`config.mk`:
```
export PLATFORM = sky130hd
export DESIGN_NAME = regwb_arbiter
export DESIGN_NICKNAME = d
export VERILOG_FILES = /design/src/rtl/regwb_arbiter.sv
export SDC_FILE = /design/constraint.sdc
export NUM_CORES = 1
export LEC_CHECK = 0
export CORE_MARGIN = 4
export CORE_UTILIZATION = 48
export DETAILED_ROUTE_END_ITERATION = 10
export PLACE_DENSITY = 0.73
export RECOVER_POWER = 25
export SLEW_MARGIN = 20
export SYNTH_ARGS = -nofsm -noshare
export SYNTH_HDL_FRONTEND = slang
export SYNTH_SLANG_ARGS = --single-unit
```
`constraint.sdc`:
```
create_clock -name clk -period 2.7 [get_ports clk]
set_input_delay 0.54 -clock clk [delete_from_list [all_inputs] [get_ports clk]]
set_output_delay 0.54 -clock clk [all_outputs]
set_load 0.01 [all_outputs]
```
`src/rtl/regwb_arbiter.sv`:
```
// -----------------------------------------------------------------------------
// regwb_arbiter
//
// Purpose:
//   Merges register-file writebacks from three sources onto one registered
//   write port:
//     * requester A (ALU writeback), queued in a DEPTH-entry FIFO
//     * requester B (multicycle / load unit), queued in a DEPTH-entry FIFO
//     * a one-cycle overflow-status update, held in a single pending bit and
//       written to register 30
//   A pending overflow update always wins. A and B share the port
//   round-robin.
//   Writes to register 0 are accepted and dropped.
//
// Parameters:
//   DEPTH      entries per requester queue (power of two, >= 2)
//
// Ports:
//   clk        single clock, rising-edge
//   rst        asynchronous, active-high reset
//   a_valid    A has a write this cycle
//   a_ready    A queue is not full (depends only on registered occupancy)
//   a_reg      A destination register
//   a_data     A write data
//   b_*        same as a_*, for requester B
//   ovf_valid  one-cycle overflow-status update request
//   ovf_flag   overflow value to record in register 30
//   regwrite   register-file write enable (registered, one cycle per write)
//   wrreg      register-file write address (registered, held when idle)
//   wrdata     register-file write data (registered, held when idle)
//   busy       a queue entry or overflow update is pending, or regwrite is high
// -----------------------------------------------------------------------------
module regwb_arbiter #(
    parameter int DEPTH = 2
) (
    input  logic        clk,
    input  logic        rst,

    input  logic        a_valid,
    output logic        a_ready,
    input  logic [4:0]  a_reg,
    input  logic [31:0] a_data,

    input  logic        b_valid,
    output logic        b_ready,
    input  logic [4:0]  b_reg,
    input  logic [31:0] b_data,

    input  logic        ovf_valid,
    input  logic        ovf_flag,

    output logic        regwrite,
    output logic [4:0]  wrreg,
    output logic [31:0] wrdata,
    output logic        busy
);

    localparam int PW = (DEPTH > 1) ? $clog2(DEPTH) : 1;
    localparam int CW = PW + 1;
    localparam logic [4:0] OVF_REG = 5'd30;

    // Requester index 0 is A, index 1 is B.
    logic [1:0]        in_valid;
    logic [1:0][4:0]   in_reg;
    logic [1:0][31:0]  in_data;
    logic [1:0]        q_ready;
    logic [1:0]        q_nonempty;
    logic [1:0]        push;
    logic [1:0]        pop;
    logic [1:0][4:0]   head_reg;
    logic [1:0][31:0]  head_data;

    assign in_valid = {b_valid, a_valid};
    assign in_reg   = {b_reg, a_reg};
    assign in_data  = {b_data, a_data};

    // -------------------------------------------------------------------------
    // Per-requester FIFOs
    // -------------------------------------------------------------------------
    generate
        for (genvar gi = 0; gi < 2; gi++) begin : g_queue
            logic [4:0]    reg_mem  [DEPTH];
            logic [31:0]   data_mem [DEPTH];
            logic [PW-1:0] wr_ptr_reg, wr_ptr_next;
            logic [PW-1:0] rd_ptr_reg, rd_ptr_next;
            logic [CW-1:0] count_reg, count_next;

            // Ready looks only at registered occupancy, so a full queue never
            // accepts even if it is being popped in the same cycle.
            assign q_ready[gi]    = (count_reg != CW'(DEPTH));
            assign q_nonempty[gi] = (count_reg != '0);

            // Register-0 writes complete the handshake but are never stored.
            assign push[gi] = in_valid[gi] && q_ready[gi] && (in_reg[gi] != 5'd0);

            assign head_reg[gi]  = reg_mem[rd_ptr_reg];
            assign head_data[gi] = data_mem[rd_ptr_reg];

            always_ff @(posedge clk) begin
                if (push[gi]) begin
                    reg_mem[wr_ptr_reg]  <= in_reg[gi];
                    data_mem[wr_ptr_reg] <= in_data[gi];
                end
            end

            // DEPTH is a power of two, so the pointers wrap by plain overflow.
            always_comb begin
                wr_ptr_next = wr_ptr_reg;
                rd_ptr_next = rd_ptr_reg;
                count_next  = count_reg;
                if (push[gi]) begin
                    wr_ptr_next = wr_ptr_reg + PW'(1);
                end
                if (pop[gi]) begin
                    rd_ptr_next = rd_ptr_reg + PW'(1);
                end
                case ({push[gi], pop[gi]})
                    2'b10:   count_next = count_reg + CW'(1);
                    2'b01:   count_next = count_reg - CW'(1);
                    default: count_next = count_reg;
                endcase
            end

            always_ff @(posedge clk or posedge rst) begin
                if (rst) begin
                    wr_ptr_reg <= '0;
                    rd_ptr_reg <= '0;
                    count_reg  <= '0;
                end else begin
                    wr_ptr_reg <= wr_ptr_next;
                    rd_ptr_reg <= rd_ptr_next;
                    count_reg  <= count_next;
                end
            end
        end
    endgenerate

    assign a_ready = q_ready[0];
    assign b_ready = q_ready[1];

    // -------------------------------------------------------------------------
    // Overflow pending bit and round-robin pointer
    // -------------------------------------------------------------------------
    logic ovf_pend_reg, ovf_pend_next;
    logic ovf_flag_reg, ovf_flag_next;
    // last_a_reg = 1 means A was granted last, so B is preferred when both
    // queues hold entries. Reset value 0 prefers A first.
    logic last_a_reg, last_a_next;
    logic grant_ovf, grant_a, grant_b;

    always_comb begin
        grant_ovf = ovf_pend_reg;
        grant_a   = 1'b0;
        grant_b   = 1'b0;
        if (!ovf_pend_reg) begin
            if (q_nonempty[0] && q_nonempty[1]) begin
                grant_a = !last_a_reg;
                grant_b = last_a_reg;
            end else begin
                grant_a = q_nonempty[0];
                grant_b = q_nonempty[1];
            end
        end
    end

    assign pop = {grant_b, grant_a};

    always_comb begin
        ovf_pend_next = ovf_pend_reg;
        ovf_flag_next = ovf_flag_reg;
        last_a_next   = last_a_reg;
        // A new request takes precedence over the clear, so a request that
        // lands on the cycle the old one is written is not lost.
        if (ovf_valid) begin
            ovf_pend_next = 1'b1;
            ovf_flag_next = ovf_flag;
        end else if (grant_ovf) begin
            ovf_pend_next = 1'b0;
        end
        if (grant_a) begin
            last_a_next = 1'b1;
        end else if (grant_b) begin
            last_a_next = 1'b0;
        end
    end

    always_ff @(posedge clk or posedge rst) begin
        if (rst) begin
            ovf_pend_reg <= 1'b0;
            ovf_flag_reg <= 1'b0;
            last_a_reg   <= 1'b0;
        end else begin
            ovf_pend_reg <= ovf_pend_next;
            ovf_flag_reg <= ovf_flag_next;
            last_a_reg   <= last_a_next;
        end
    end

    // -------------------------------------------------------------------------
    // Registered write port
    // -------------------------------------------------------------------------
    logic        regwrite_reg, regwrite_next;
    logic [4:0]  wrreg_reg, wrreg_next;
    logic [31:0] wrdata_reg, wrdata_next;

    always_comb begin
        regwrite_next = 1'b0;
        wrreg_next    = wrreg_reg;
        wrdata_next   = wrdata_reg;
        if (grant_ovf) begin
            regwrite_next = 1'b1;
            wrreg_next    = OVF_REG;
            wrdata_next   = {31'b0, ovf_flag_reg};
        end else if (grant_a) begin
            regwrite_next = 1'b1;
            wrreg_next    = head_reg[0];
            wrdata_next   = head_data[0];
        end else if (grant_b) begin
            regwrite_next = 1'b1;
            wrreg_next    = head_reg[1];
            wrdata_next   = head_data[1];
        end
    end

    always_ff @(posedge clk or posedge rst) begin
        if (rst) begin
            regwrite_reg <= 1'b0;
            wrreg_reg    <= '0;
            wrdata_reg   <= '0;
        end else begin
            regwrite_reg <= regwrite_next;
            wrreg_reg    <= wrreg_next;
            wrdata_reg   <= wrdata_next;
        end
    end

    assign regwrite = regwrite_reg;
    assign wrreg    = wrreg_reg;
    assign wrdata   = wrdata_reg;
    assign busy     = (|q_nonempty) | ovf_pend_reg | regwrite_reg;

endmodule

```
==> metrics.txt, run 1 <==
Filler Cell Count around 1100; Core Area 0.0153 mm2; fin crit share between 90 and 100%; PD cells 1060 mW/mm2; CP required about 2.2 ns; max_cap viols 0; Leakage about 3.6 nW; RSZ-0062 raised after global routing false; total CTS buffers 17; Core Util, Final roughly 63%; htree depth 4; IR drop worst, VDD 0.663 mV; vias per cell about 5.3; I/O Buffers between 100 and 150; Layout area overhead 27.8%; vias in the first global route between 4000 and 5000; Top FF cell, synth edfxtp_1; Worst-Skew Late Latency between 0.4 and 0.5 ns; hpwl dp roughly 10000 um; WP data arrival about 2.0 ns; Worst Clk Skew between 0.005 and 0.006 ns; Die Span X around 130 um; DRC violations left 0; Post-Syn Nets roughly 540; count of boundary I/O pins approximately 120; startpoint types flip-flop; first-pass GRT wire length ~24000 um; fin cells roughly 810; Fmax roughly 400 MHz; final setup fails 0; cells after synthesis around 460; largest net degree at the start of global routing 38; Mean Syn Cell Area between 15 and 20 um2; slew of the pin with the lowest slew margin between 0.8 and 0.9 ns; Distinct cells, synth 32; Mapped Area about 0.0075 mm2; Hold Path Class reg2reg; Bufs on Longest Clock Path 2; ys async rst share between 20% and 30%; crit path max fanout 8; Post-synth EDFFs between 100 and 150; routed wire length 15700 um; critical path class reg2out; status complete, no violations; max FFs per register 128; RD Place Congestion a little under 0.8; drt first pass iters 5; Worst Hold Depth 1; Seq/Total Area, Yosys between 70 and 80%; Tmin final ~2.5 ns; Register-to-Register Path Depth 6; Root Driver clkbuf_16; Final Cell Area ~0.0096 mm2; Final nets approximately 670; GRT overflow 0; Yosys warnings 0; Slew Limit Fails 0; Antenna Nets Post-Route 0; initial antenna violation count 0; Reg2Reg Setup Slack around 0.5 ns; All-Layer GR Usage between 10% and 20%; clk sinks about 200; post-synthesis register bit count around 200; row cnt 45; Placed Cells just under 800; via count about 4300; Power Total around 10 mW; crit end category output port; starting density of the core between 40% and 50%; Die Span Y 133 um; layout cells sized above 1 ~9%; Clock transition at path regs 0.06 ns; n_diodes 0; final hold vios 0; minimum hold slack between 0.4 and 0.5 ns; dpl cell area roughly 0.0090 mm2; wire per inst just under 20 um; Die Area between 0.015 and 0.02 mm2; starting DRC count in detailed routing roughly 320; Relative slew margins between 40% and 50%; CTS tree built; Post-CTS Setup Repair Bufs 0
-- final timing paths --
path | start | endpoint
hold / removal | wrdata[1]$_DFFE_PP0P_ | wrdata[1]$_DFFE_PP0P_
setup reg to reg | g_queue[1].count_reg[0]$_DFFE_PP0P_ | g_queue[0].count_reg[1]$_DFFE_PP0P_
max in group asynchronous | rst | g_queue[1].rd_ptr_reg$_DFFE_PP0P_
min in group asynchronous | rst | wrdata[5]$_DFFE_PP0P_
hold reg to reg | wrdata[1]$_DFFE_PP0P_ | wrdata[1]$_DFFE_PP0P_
setup / recovery | g_queue[0].count_reg[1]$_DFFE_PP0P_ | busy
-- report_power, final --
group | switching, mW | leakage [nW] | internal (mW) | total [mW]
registers | 0.516 | 1.97 | 4.18 | 4.70
logic | 1.59 | 1.35 | 1.54 | 3.13
clock network | 1.00 | 0.273 | 1.41 | 2.41
total | 3.11 | 3.59 | 7.13 | 10.2
-- timing repair --
item | CTS | global route
hold buffers | 0 | 0
gates resized for setup | 0 | 1
hold endpoints to repair | 0 | 0
endpoints found under the setup margin | 0 | 1
-- synthesized netlist by cell type, types with 4 or more instances --
master | instances | area [um2]
edfxtp_1 | 148 | 4440
mux2i_1 | 69 | 691
nand2_1 | 66 | 248
dfrtp_1 | 49 | 1230
a32o_1 | 32 | 320
a21oi_1 | 12 | 60.1
buf_2 | 10 | 50.1
nor2_1 | 10 | 37.5
clkbuf_1 | 8 | 30.0
o21ai_0 | 8 | 40.0
xnor2_1 | 7 | 61.3
inv_1 | 5 | 18.8
mux2_2 | 5 | 56.3
buf_6 | 4 | 45.0
-- worst max-delay path: stages, from the launching register on --
cell and delay [ns]:
dfrtp_1 0.42, or2_4 0.32, nor4_4 0.26, nand2b_1 0.09, clkdlybuf4s50_1 0.49
-- cell families after synthesis --
kind of cell             Yosys count  share of synthesized area (%)
adder cells (fa/ha/maj)            2                          0.332
XOR/XNOR                          10                           1.16
AO/OA/AOI/OAI                     56                           5.98
multiplexers                      74                           9.90
AND/OR/NAND/NOR                   89                           5.22
buffers and inverters             31                           2.27
flip-flops                       197                           75.1
-- routing by layer --
metal | vias to the layer above | share of wire (%) | global-route usage [%] | wire, um
met5 | - | 0 | 0 | 0
met4 | 0 | 2.1 | 7.26 | 329
met3 | 24 | 5.9 | 3.74 | 923
met2 | 138 | 50 | 29.4 | 7810
met1 | 2150 | 42 | 23.7 | 6680
li1 | 1990 | - | - | -
-- cell type report --
type / count / area [um2] / area share [%]
clock buffer: 27 / 483 / 5.01
timing repair buffer: 132 / 1380 / 14.3
tap: 211 / 264 / 2.74
multi-input combinational: 231 / 1740 / 18.1
clock inverter: 5 / 75.1 / 0.778
inverter: 6 / 27.5 / 0.285
sequential: 197 / 5670 / 58.8
-- per-stage QoR --
stage	worst slack, ns	TNS [ns]
floorplan	-0.151	-11.16
global placement	-0.00462	-0.0792
detailed placement	-0.0661	-6.26
CTS	0.0571	0
global route	0.0911	0
finish	0.157	0
-- cell usage in the layout, fill, tap and decap left out, types with 2 or more instances in the layout --
cell type / instances
a21oi_1: 12
a32o_1: 32
buf_12: 4
buf_16: 2
buf_4: 6
bufinv_16: 2
clkbuf_1: 8
clkbuf_16: 17
clkbuf_8: 2
clkdlybuf4s50_1: 64
clkinv_2: 3
dfrtp_1: 47
dfrtp_2: 2
dlygate4sd3_1: 56
edfxtp_1: 148
ha_1: 2
inv_1: 4
mux2_2: 5
mux2i_1: 69
nand2_1: 66
nand2b_1: 3
nor2_1: 6
nor2_4: 5
o211ai_1: 2
o21ai_0: 8
or4_1: 2
xnor2_1: 7
xor2_1: 3
Note: power is estimated with default switching activity, not from simulation.
==> run 2, diff against run 1 <==
==> constraint.sdc (replaced) <==
create_clock -name clk -period 2.7 [get_ports clk]
set_input_delay 0.405 -clock clk [delete_from_list [all_inputs] [get_ports clk]]
set_output_delay 0.405 -clock clk [all_outputs]
set_load 0.01 [all_outputs]
==> metrics.txt, run 2 (synthesis gave the netlist of run 1 again) <==
Leakage around 3.6 nW; CTS tree built; All-Layer GR Usage between 10% and 20%; Storage cell area around 0.0057 mm2; htree depth 4; Die Span X 133 um; Resized cells post-CTS 0; Clk network pwr share a little under a quarter; total CTS buffers 17; slew of the pin with the lowest slew margin 1.07 ns; crit end category output port; Fmax approximately 390 MHz; Comb power frac a little under a third; Core Area between 0.015 and 0.02 mm2; IR drop worst, VDD between 0.5 and 0.6 mV; n_diodes 0; fin crit share between 90% and 100%; via count 4313; dpl cell area about 0.009 mm2; row cnt 45; Critical path buffers and inverters 1; Die Span Y between 100 and 150 um; Placed Cells slightly below 800; drt first pass iters 5; multi-input logic area 0.00174 mm2; fin cells 810; routed wire length roughly 16000 um; power share of the sequential group approximately 46%; final setup fails 0; CP peak stage delay between 0.4 and 0.5 ns; critical path class reg2out; status complete, no violations; Relative slew margins 28.2%; GRT overflow 0; Crit path max-delay family simple AND/OR/NAND/NOR gates; met1 Usage GRT ~23%; Slew Limit Fails 0; Tmin final around 2.5 ns; Die Area about 0.018 mm2; starting DRC count in detailed routing 317; Hold Path Class in2async; initial antenna violation count 0; startpoint types flip-flop; minimum hold slack 0.353 ns; CP required between 2 and 2.5 ns; GRT met3 Usage under 10%; crit path cell chain or2_1, nor4_4, nand2b_1, clkdlybuf4s50_1; largest net degree at the start of global routing 38; Layout area overhead 27.4%; commonest cells after routing, fill and taps aside edfxtp_1 (148), mux2i_1 (69), nand2_1 (66); Antenna Nets Post-Route 0; Root Driver clkbuf_16; most common cell after layout, fill and taps aside edfxtp_1; grt peak-use layer met2; max_cap viols 0; starting density of the core between 40 and 50%; hpwl dp 10200 um; max FFs per register roughly 130; layout cells sized above 1 roughly a tenth; Final Cell Area between 0.009 and 0.01 mm2; final hold vios 0; vias per cell 5.32; WP data arrival approximately 2.1 ns; wire per inst between 15 and 20 um; crit path max fanout 8; Clock transition at path regs about 0.060 ns; Filler Cell Count around 1100; Bufs on Longest Clock Path 2; CP max stage cell clkdlybuf4s50_1; count of boundary I/O pins about 120; PD cells roughly 1100 mW/mm2; clk sinks 197; Final nets about 670; Core Util, Final a little over three fifths; met2 GRT Util a little under a third; Power Total around 10 mW; Psw between 3 and 4 mW; Post-CTS Hold Buffers 0; I/O Buffers 120; Net Sw Frac 31.0%; vias in the first global route between 4000 and 5000; first-pass GRT wire length ~24000 um; Worst Clk Skew between 0.006 and 0.007 ns; DRC violations left 0; RD Place Congestion between 0.7 and 0.8; Reg2Reg Setup Slack 0.42 ns; internal power of the cells ~7.0 mW; RSZ-0062 raised after global routing false; Worst-Skew Late Latency ~0.43 ns; Post-CTS Setup Repair Bufs 0
## run 2: final cells by class
class / count / area share [%]
sequential: 197 / 59.0
inverter: 6 / 0.286
timing repair buffer: 133 / 14.3
clock inverter: 12 / 0.911
multi-input combinational: 231 / 18.1
clock buffer: 20 / 4.65
tap: 211 / 2.75
## run 2: worst paths after layout
path,start,end,cells past startpoint
max,g_queue[0].count_reg[0]$_DFFE_PP0P_,busy,4
min,rst,wrdata[5]$_DFFE_PP0P_,2
max reg2reg,g_queue[1].count_reg[0]$_DFFE_PP0P_,g_queue[1].data_mem[1][2]$_DFFE_PP_,4
min reg2reg,wrdata[13]$_DFFE_PP0P_,wrdata[13]$_DFFE_PP0P_,1
max in group asynchronous,rst,g_queue[1].rd_ptr_reg$_DFFE_PP0P_,3
min in group clk,wrdata[13]$_DFFE_PP0P_,wrdata[13]$_DFFE_PP0P_,1
## run 2: per-stage QoR
stage / TNS [ns] / setup WS (ns)
global placement: 0 / 0.109
finish: 0 / 0.165
CTS: 0 / 0.157
global route: 0 / 0.0748
floorplan: -11.16 / -0.151
detailed placement: 0 / 0.0548
## run 2: power groups by stage
stage / clock [mW] / combinational (mW) / sequential, mW
floorplan: 0 / 1.93 / 4.62
global placement: 0 / 3.06 / 4.66
detailed placement: 0 / 3.12 / 4.71
CTS: 2.33 / 3.15 / 4.65
global route: 2.46 / 3.46 / 4.71
finish: 2.29 / 3.18 / 4.63
## run 2: per-layer routing
layer / wire length, um / share of wire, % / up-vias
li1: - / - / 1997
met5: 0 / 0 / -
met1: 6590 / 42 / 2157
met4: 451 / 2.9 / 0
met3: 779 / 5.0 / 28
met2: 7770 / 50 / 131
